$ cat config.mk
export PLATFORM = sky130hd
export DESIGN_NAME = dmem_port_arbiter_flat
export DESIGN_NICKNAME = d
export VERILOG_FILES = /design/src/rtl/dmem_arb_pkg.sv /design/src/rtl/dmem_port_arbiter_if.sv /design/src/rtl/dmem_arb_wait_ctr.sv /design/src/rtl/dmem_port_arbiter.sv /design/src/flat_wrapper.sv
export SDC_FILE = /design/constraint.sdc
export NUM_CORES = 1
export LEC_CHECK = 0
export ABC_AREA = 1
export CORE_ASPECT_RATIO = 0.8
export CORE_MARGIN = 2
export CORE_UTILIZATION = 40
export CTS_CLUSTER_SIZE = 24
export DETAILED_ROUTE_END_ITERATION = 8
export PLACE_DENSITY_LB_ADDON = 0.3
export SYNTH_ARGS = -nofsm -noshare
export SYNTH_HDL_FRONTEND = slang
export SYNTH_SLANG_ARGS = --single-unit
$ cat constraint.sdc
create_clock -name CLK -period 2.5 [get_ports CLK]
set_clock_uncertainty 0.1 [all_clocks]
set_input_delay 0.75 -clock CLK [delete_from_list [all_inputs] [get_ports CLK]]
set_output_delay 0.75 -clock CLK [all_outputs]
set_load 0.01 [all_outputs]
$ cat src/rtl/dmem_arb_pkg.sv
// Shared definitions for the data-memory port arbiter: FSM states, owner
// encoding and default bus widths.
`default_nettype none

package dmem_arb_pkg;

  localparam int DEF_ADDR_W   = 16;
  localparam int DEF_DATA_W   = 16;
  localparam int DEF_LEN_W    = 8;
  localparam int DEF_MAX_WAIT = 4;

  typedef enum logic [0:0] {
    ST_IDLE  = 1'b0,
    ST_BURST = 1'b1
  } state_e;

  typedef enum logic [0:0] {
    OWN_CPU = 1'b0,
    OWN_EXT = 1'b1
  } owner_e;

endpackage

`default_nettype wire

$ cat src/rtl/dmem_port_arbiter_if.sv
// Bundle of CPU, external-engine and data-memory signals seen by the arbiter.
`default_nettype none

interface dmem_port_arbiter_if
  import dmem_arb_pkg::*;
#(
  parameter int ADDR_W = DEF_ADDR_W,
  parameter int DATA_W = DEF_DATA_W,
  parameter int LEN_W  = DEF_LEN_W
);

  logic [ADDR_W-1:0] cpu_addr;
  logic [DATA_W-1:0] cpu_wdata;
  logic              cpu_rd;
  logic              cpu_wr;
  logic [DATA_W-1:0] cpu_rdata;
  logic              cpu_stall;

  logic              ext_req;
  logic              ext_we;
  logic [ADDR_W-1:0] ext_addr;
  logic [LEN_W-1:0]  ext_len;
  logic [DATA_W-1:0] ext_wdata;
  logic              ext_gnt;
  logic              ext_rvalid;
  logic [DATA_W-1:0] ext_rdata;
  logic              ext_done;

  logic [ADDR_W-1:0] mem_addr;
  logic [DATA_W-1:0] mem_wdata;
  logic              mem_rd;
  logic              mem_wr;
  logic [DATA_W-1:0] mem_rdata;

  modport slave (
    input  cpu_addr, cpu_wdata, cpu_rd, cpu_wr,
    input  ext_req, ext_we, ext_addr, ext_len, ext_wdata,
    input  mem_rdata,
    output cpu_rdata, cpu_stall,
    output ext_gnt, ext_rvalid, ext_rdata, ext_done,
    output mem_addr, mem_wdata, mem_rd, mem_wr
  );

  modport master (
    output cpu_addr, cpu_wdata, cpu_rd, cpu_wr,
    output ext_req, ext_we, ext_addr, ext_len, ext_wdata,
    output mem_rdata,
    input  cpu_rdata, cpu_stall,
    input  ext_gnt, ext_rvalid, ext_rdata, ext_done,
    input  mem_addr, mem_wdata, mem_rd, mem_wr
  );

endinterface

`default_nettype wire

$ cat src/rtl/dmem_arb_wait_ctr.sv
// Saturating count of consecutive beats the external engine has lost to the CPU;
// at_max forces the next beat to the external engine.
`default_nettype none

module dmem_arb_wait_ctr #(
  parameter int MAX_WAIT = 4
) (
  input  logic clk,
  input  logic rst_n,
  input  logic clr,
  input  logic inc,
  output logic at_max
);

  localparam int              CNT_W   = (MAX_WAIT < 1) ? 1 : $clog2(MAX_WAIT + 1);
  localparam logic [CNT_W-1:0] CNT_MAX = CNT_W'(MAX_WAIT);

  logic [CNT_W-1:0] cnt_q;
  logic [CNT_W-1:0] cnt_d;

  always_comb begin
    cnt_d = cnt_q;
    if (clr) begin
      cnt_d = '0;
    end else if (inc && (cnt_q != CNT_MAX)) begin
      cnt_d = cnt_q + CNT_W'(1);
    end
  end

  always_ff @(posedge clk or negedge rst_n) begin
    if (!rst_n) begin
      cnt_q <= '0;
    end else begin
      cnt_q <= cnt_d;
    end
  end

  assign at_max = (cnt_q == CNT_MAX);

endmodule

`default_nettype wire

$ cat src/rtl/dmem_port_arbiter.sv
// Shares the single-ported data memory between the CPU MEM stage (priority) and
// an external burst engine, with a starvation guard for the burst engine.
`default_nettype none

module dmem_port_arbiter
  import dmem_arb_pkg::*;
#(
  parameter int ADDR_W   = DEF_ADDR_W,
  parameter int DATA_W   = DEF_DATA_W,
  parameter int LEN_W    = DEF_LEN_W,
  parameter int MAX_WAIT = DEF_MAX_WAIT
) (
  input  logic                 CLK,
  input  logic                 RST_N,
  dmem_port_arbiter_if.slave   bus
);

  state_e            state_q, state_d;
  logic [ADDR_W-1:0] beat_addr_q, beat_addr_d;
  logic [LEN_W-1:0]  beat_cnt_q, beat_cnt_d;
  logic              we_q, we_d;
  logic              ext_rvalid_q, ext_rvalid_d;
  logic [DATA_W-1:0] ext_rdata_q, ext_rdata_d;
  logic              ext_done_q, ext_done_d;

  owner_e            owner;
  logic              cpu_act;
  logic              ext_gnt;
  logic              at_max;
  logic              wait_clr;
  logic              wait_inc;

  logic [ADDR_W-1:0] mem_addr;
  logic [DATA_W-1:0] mem_wdata;
  logic              mem_rd;
  logic              mem_wr;

  dmem_arb_wait_ctr #(
    .MAX_WAIT (MAX_WAIT)
  ) u_wait_ctr (
    .clk    (CLK),
    .rst_n  (RST_N),
    .clr    (wait_clr),
    .inc    (wait_inc),
    .at_max (at_max)
  );

  // CPU has priority in a burst unless the external engine has waited too long.
  always_comb begin
    cpu_act = bus.cpu_rd | bus.cpu_wr;
    ext_gnt = RST_N && (state_q == ST_BURST) && (!cpu_act || at_max);
    owner   = ext_gnt ? OWN_EXT : OWN_CPU;
  end

  always_comb begin
    mem_addr  = bus.cpu_addr;
    mem_wdata = bus.cpu_wdata;
    mem_rd    = bus.cpu_rd;
    mem_wr    = bus.cpu_wr;
    if (owner == OWN_EXT) begin
      mem_addr  = beat_addr_q;
      mem_wdata = bus.ext_wdata;
      mem_rd    = !we_q;
      mem_wr    = we_q;
    end
    mem_rd = mem_rd & RST_N;
    mem_wr = mem_wr & RST_N;
  end

  always_comb begin
    state_d      = state_q;
    beat_addr_d  = beat_addr_q;
    beat_cnt_d   = beat_cnt_q;
    we_d         = we_q;
    ext_rvalid_d = ext_gnt && !we_q;
    ext_rdata_d  = ext_rdata_q;
    ext_done_d   = ext_gnt && (beat_cnt_q == '0);
    wait_clr     = 1'b0;
    wait_inc     = 1'b0;

    if (ext_gnt && !we_q) begin
      ext_rdata_d = bus.mem_rdata;
    end

    case (state_q)
      ST_IDLE: begin
        if (bus.ext_req) begin
          state_d     = ST_BURST;
          we_d        = bus.ext_we;
          beat_addr_d = bus.ext_addr;
          beat_cnt_d  = bus.ext_len;
          wait_clr    = 1'b1;
        end
      end
      ST_BURST: begin
        if (ext_gnt) begin
          beat_addr_d = beat_addr_q + ADDR_W'(1);
          beat_cnt_d  = beat_cnt_q - LEN_W'(1);
          wait_clr    = 1'b1;
          if (beat_cnt_q == '0) begin
            state_d = ST_IDLE;
          end
        end else begin
          wait_inc = 1'b1;
        end
      end
      default: begin
        state_d = ST_IDLE;
      end
    endcase
  end

  always_ff @(posedge CLK or negedge RST_N) begin
    if (!RST_N) begin
      state_q      <= ST_IDLE;
      beat_addr_q  <= '0;
      beat_cnt_q   <= '0;
      we_q         <= 1'b0;
      ext_rvalid_q <= 1'b0;
      ext_rdata_q  <= '0;
      ext_done_q   <= 1'b0;
    end else begin
      state_q      <= state_d;
      beat_addr_q  <= beat_addr_d;
      beat_cnt_q   <= beat_cnt_d;
      we_q         <= we_d;
      ext_rvalid_q <= ext_rvalid_d;
      ext_rdata_q  <= ext_rdata_d;
      ext_done_q   <= ext_done_d;
    end
  end

  assign bus.cpu_rdata  = bus.mem_rdata;
  assign bus.cpu_stall  = cpu_act & ext_gnt;
  assign bus.ext_gnt    = ext_gnt;
  assign bus.ext_rvalid = ext_rvalid_q;
  assign bus.ext_rdata  = ext_rdata_q;
  assign bus.ext_done   = ext_done_q;
  assign bus.mem_addr   = mem_addr;
  assign bus.mem_wdata  = mem_wdata;
  assign bus.mem_rd     = mem_rd;
  assign bus.mem_wr     = mem_wr;

endmodule

`default_nettype wire

$ cat src/flat_wrapper.sv
// flat-port wrapper written by rule: the top's interface ports become plain ports
module dmem_port_arbiter_flat import dmem_arb_pkg::*;
#(
  parameter int ADDR_W   = DEF_ADDR_W,
  parameter int DATA_W   = DEF_DATA_W,
  parameter int LEN_W    = DEF_LEN_W,
  parameter int MAX_WAIT = DEF_MAX_WAIT
)
  (CLK, RST_N, bus_cpu_addr, bus_cpu_wdata, bus_cpu_rd, bus_cpu_wr, bus_ext_req, bus_ext_we, bus_ext_addr, bus_ext_len, bus_ext_wdata, bus_mem_rdata, bus_cpu_rdata, bus_cpu_stall, bus_ext_gnt, bus_ext_rvalid, bus_ext_rdata, bus_ext_done, bus_mem_addr, bus_mem_wdata, bus_mem_rd, bus_mem_wr);
  dmem_port_arbiter_if #(.ADDR_W(ADDR_W), .DATA_W(DATA_W), .LEN_W(LEN_W)) bus_i ();
  input  logic CLK;
  input  logic RST_N;
  input wire logic [$bits(bus_i.cpu_addr)-1:0] bus_cpu_addr;
  input wire logic [$bits(bus_i.cpu_wdata)-1:0] bus_cpu_wdata;
  input wire logic [$bits(bus_i.cpu_rd)-1:0] bus_cpu_rd;
  input wire logic [$bits(bus_i.cpu_wr)-1:0] bus_cpu_wr;
  input wire logic [$bits(bus_i.ext_req)-1:0] bus_ext_req;
  input wire logic [$bits(bus_i.ext_we)-1:0] bus_ext_we;
  input wire logic [$bits(bus_i.ext_addr)-1:0] bus_ext_addr;
  input wire logic [$bits(bus_i.ext_len)-1:0] bus_ext_len;
  input wire logic [$bits(bus_i.ext_wdata)-1:0] bus_ext_wdata;
  input wire logic [$bits(bus_i.mem_rdata)-1:0] bus_mem_rdata;
  output wire logic [$bits(bus_i.cpu_rdata)-1:0] bus_cpu_rdata;
  output wire logic [$bits(bus_i.cpu_stall)-1:0] bus_cpu_stall;
  output wire logic [$bits(bus_i.ext_gnt)-1:0] bus_ext_gnt;
  output wire logic [$bits(bus_i.ext_rvalid)-1:0] bus_ext_rvalid;
  output wire logic [$bits(bus_i.ext_rdata)-1:0] bus_ext_rdata;
  output wire logic [$bits(bus_i.ext_done)-1:0] bus_ext_done;
  output wire logic [$bits(bus_i.mem_addr)-1:0] bus_mem_addr;
  output wire logic [$bits(bus_i.mem_wdata)-1:0] bus_mem_wdata;
  output wire logic [$bits(bus_i.mem_rd)-1:0] bus_mem_rd;
  output wire logic [$bits(bus_i.mem_wr)-1:0] bus_mem_wr;
  assign bus_i.cpu_addr = bus_cpu_addr;
  assign bus_i.cpu_wdata = bus_cpu_wdata;
  assign bus_i.cpu_rd = bus_cpu_rd;
  assign bus_i.cpu_wr = bus_cpu_wr;
  assign bus_i.ext_req = bus_ext_req;
  assign bus_i.ext_we = bus_ext_we;
  assign bus_i.ext_addr = bus_ext_addr;
  assign bus_i.ext_len = bus_ext_len;
  assign bus_i.ext_wdata = bus_ext_wdata;
  assign bus_i.mem_rdata = bus_mem_rdata;
  assign bus_cpu_rdata = bus_i.cpu_rdata;
  assign bus_cpu_stall = bus_i.cpu_stall;
  assign bus_ext_gnt = bus_i.ext_gnt;
  assign bus_ext_rvalid = bus_i.ext_rvalid;
  assign bus_ext_rdata = bus_i.ext_rdata;
  assign bus_ext_done = bus_i.ext_done;
  assign bus_mem_addr = bus_i.mem_addr;
  assign bus_mem_wdata = bus_i.mem_wdata;
  assign bus_mem_rd = bus_i.mem_rd;
  assign bus_mem_wr = bus_i.mem_wr;
  dmem_port_arbiter #(.ADDR_W(ADDR_W), .DATA_W(DATA_W), .LEN_W(LEN_W), .MAX_WAIT(MAX_WAIT)) u_core (.CLK(CLK), .RST_N(RST_N), .bus(bus_i));
endmodule
==> metrics.md <==
| Metric | Value |
|---|---|
| Clock-pin transition on the worst setup and hold timing paths | 0.08 ns |
| Result of the run | complete, but fails checks |
| Number of core rows | 28 |
| Max clock buf depth | 2 |
| Most frequent standard cell in the layout excluding fill and tap cells | sky130_fd_sc_hd__nand2_1 |
| Min Tclk post-route | 2.60 ns |
| Total via count in the routed design | 3714 |
| CTS root buffer | sky130_fd_sc_hd__clkbuf_8 |
| Clock tree from TritonCTS | done |
| Total of flip-flops plus latches after synthesis | 47 |
| Most area-consuming cells after synthesis | sky130_fd_sc_hd__dfrtp_1 38%, sky130_fd_sc_hd__nand2_1 25%, sky130_fd_sc_hd__o21ai_0 6.9% |
| Worst Hold Class | reg -> reg |
| Final slew viol count | 0 |
| Die outline width | 103 um |
| HPWL reported at the end of detailed placement | 7460 um |
| Sinks on Clock Net | 47 |
| Commonest non-fill, non-tap cells in the layout | 170 x sky130_fd_sc_hd__nand2_1, 108 x sky130_fd_sc_hd__clkdlybuf4s50_1, 47 x sky130_fd_sc_hd__dfrtp_1 |
| RSZ-0062 raised after global routing | yes |
| Hold Fails Final Rpt | 0 |
| Num CTS Buffers | 5 |
| # port buffers | 163 |
| Max Cap Viol | 0 |
| Violated checks | negative setup slack |
| Fraction of layout instances using a drive strength above 1 | 22.2% |
| Headroom to the max-slew limit | 59.6% |
| Final setup fails | 24 |
| Worst-skew pair later-pin latency | 0.29 ns |
| Number of warnings printed during yosys synthesis | 0 |
| Critical Path Fanout Max | 8 |
| Antenna fix cells | 0 |
| Ys async rst share | 100% |
| Total global routing overflow | 0 |
| Cell count after synthesis | 477 |
| Layout area overhead | 66.4% |
| Post-Synthesis Net Count | 576 |
| Post-synth EDFFs | 0 |
| Initial standard-cell utilization of the core | 41.7% |
| Most used flip-flop cell after synthesis | sky130_fd_sc_hd__dfrtp_1 |
| Max Clk Rate | 385 MHz |
| GR Util All Layers | 23.7% |
| Weighted congestion reported at the end of routability-driven placement | 0.932 |
| Vert. Die Dim | 82.9 um |
| Mapped cell area | 3110 um2 |
| Library cell occupying the most area in the post-synthesis netlist | sky130_fd_sc_hd__dfrtp_1 |
| Die Outline Area | 8510 um2 |
| Mean instance size in the synthesized netlist | 6.53 um2 |
| Slew at the pin with the worst max-slew slack | 0.606 ns |
| Path type of the worst setup path | in -> out |
| Starting DRC count in detailed routing | 178 |
| Power density relative to cell area | 868 nW/um2 |
| Area share of the largest cell type after synthesis | 37.8% |
| Critical path arrival | 1.75 ns |
| Final core occ | 69.4% |
| Number of I/O pins | 164 |
| Fillers | 617 |
| Min setup slack post-route | -0.0959 ns |
| Total Nets Final | 755 |
| Vias in the first global route | 3515 |
| H-Tree Depth | 2 |
| Number of nets with antenna violations after detailed routing | 0 |
| Fin crit share | 104% |
| Worst hold slack after final layout | 0.388 ns |
| Data required time at the worst endpoint | 1.65 ns |
| Setup slack after placement | -0.795 ns |
| Worst ir drop on vdd | 560 uV |
| Number of iterations in the first detailed-routing pass | 4 |
| Routed WL per cell | 13.9 um |
| Pin count of the biggest net entering global routing | 48 |
| Register area share after synthesis | 37.8% |
| Placeable Area | 7460 um2 |
| Number of distinct library cells after synthesis | 31 |
| Aggregate routed wire length | 10600 um |
| Post-detailed-route via-to-cell ratio | 4.87 |
| First-pass GRT wire length | 16300 um |
| Kind of launch point of the worst setup path | primary input |
| Static leakage power | 2.65 nW |
| Number of design rule violations left after detail routing | 0 |
| Type of destination of the critical path | output pin |
| Initial antenna violation count | 0 |
==> worst paths after layout <==
| check | slack (ns) | end | startpoint | cells after the start |
|---|---|---|---|---|
| max | -0.1 | bus_mem_wdata[2] | bus_cpu_rd | 8 |
| max reg2reg | 0.42 | u_core.beat_addr_q[10] | u_core.u_wait_ctr.cnt_q[1] | 13 |
| min | 0.39 | u_core.bus.ext_rdata[4] | u_core.bus.ext_rdata[4] | 2 |
| min in group asynchronous | 0.62 | u_core.u_wait_ctr.cnt_q[2] | RST_N | 3 |
| min reg2reg | 0.39 | u_core.bus.ext_rdata[4] | u_core.bus.ext_rdata[4] | 2 |
| max in group asynchronous | 1.28 | u_core.beat_cnt_q[6] | RST_N | 3 |
==> area by class of cell <==
cell class / count / area (um2) / share of cell area, %
clock buffers: 7 / 76.3 / 1.47
inverters: 43 / 169 / 3.26
multi-input cells: 352 / 1700 / 32.9
repair buffers: 207 / 1920 / 37.0
clock inverters: 1 / 5.00 / 0.0966
flip-flops and latches: 47 / 1180 / 22.7
well taps: 105 / 131 / 2.54
==> power by group <==
group | internal (W) | switching, W
registers | 0.00110 | 0.000281
logic | 0.00124 | 0.00144
clock network | 0.000197 | 0.000243
==> Yosys cell counts, types with 2 or more instances <==
library cell               count
sky130_fd_sc_hd__buf_2         9
sky130_fd_sc_hd__a31oi_1       2
sky130_fd_sc_hd__nand3_1      23
sky130_fd_sc_hd__ha_1          5
sky130_fd_sc_hd__nand2_1     205
sky130_fd_sc_hd__clkbuf_1      8
sky130_fd_sc_hd__nor3_1        2
sky130_fd_sc_hd__a21oi_1       9
sky130_fd_sc_hd__buf_6         2
sky130_fd_sc_hd__nor2_1       41
sky130_fd_sc_hd__a22oi_1       2
sky130_fd_sc_hd__xor2_1        2
sky130_fd_sc_hd__buf_4        16
sky130_fd_sc_hd__dfrtp_1      47
sky130_fd_sc_hd__o211ai_1      2
sky130_fd_sc_hd__or2_2         2
sky130_fd_sc_hd__inv_1        41
sky130_fd_sc_hd__nand4_1       4
sky130_fd_sc_hd__o21ai_0      43
==> through the flow <==
step | cells | total power [W] | cell area, um2 | TNS, ns
after global placement | 740 | 0.00372 | 4910 | -27.28
final | 762 | 0.00449 | 5180 | -1.32
after detailed placement | 740 | 0.00383 | 4910 | -28.09
after global routing | 762 | 0.00486 | 5180 | -4.41
after floorplan | 477 | 0.00271 | 3110 | 0
after CTS | 760 | 0.00442 | 5080 | -1.88
==> critical path: stages <==
cell                      delay (ns)
sky130_fd_sc_hd__buf_2          0.13
sky130_fd_sc_hd__o21ai_4        0.21
sky130_fd_sc_hd__nand2_4        0.11
sky130_fd_sc_hd__buf_12         0.15
sky130_fd_sc_hd__buf_16         0.14
sky130_fd_sc_hd__nand2_1        0.06
sky130_fd_sc_hd__nand2_1        0.06
sky130_fd_sc_hd__buf_2          0.13
==> timing repair <==
item | in CTS | in global routing
buffers inserted | 6 | 2
pin swaps | 17 | 7
hold buffers | 0 | 0
resized for setup | 231 | 25
cloned | 7 | 0
endpoints found under the setup margin | 52 | 36
==> logic make-up after synthesis <==
kind of cell / synth area share (%)
xor gates and xnor gates: 0.844
AOI/OAI and AO/OA: 10.9
buffers and inverters: 12.8
and+or+nand+nor: 35.3
DFF: 37.8
muxes: 0.362
adders and majority gates: 2.01
==> layer usage <==
metal / part of all wire [%] / global-route usage, % / vias to the layer above / wire, um
met5: 0 / 0 / - / 0
met4: 1.8 / 6.30 / 0 / 192
met3: 9.2 / 5.47 / 20 / 969
met2: 48 / 41.2 / 158 / 5120
met1: 40 / 29.1 / 1701 / 4280
li1: - / - / 1835 / -
==> flip-flops by register name, indices dropped and copies added, names as in the netlist <==
register                 flops
u_core.beat_addr_q          16
u_core.bus.ext_rdata        16
u_core.beat_cnt_q            8
u_core.u_wait_ctr.cnt_q      3
u_core.bus.ext_done          1
u_core.bus.ext_rvalid        1
u_core.state_q               1
u_core.we_q                  1
Power figures use the tool's default switching activity.
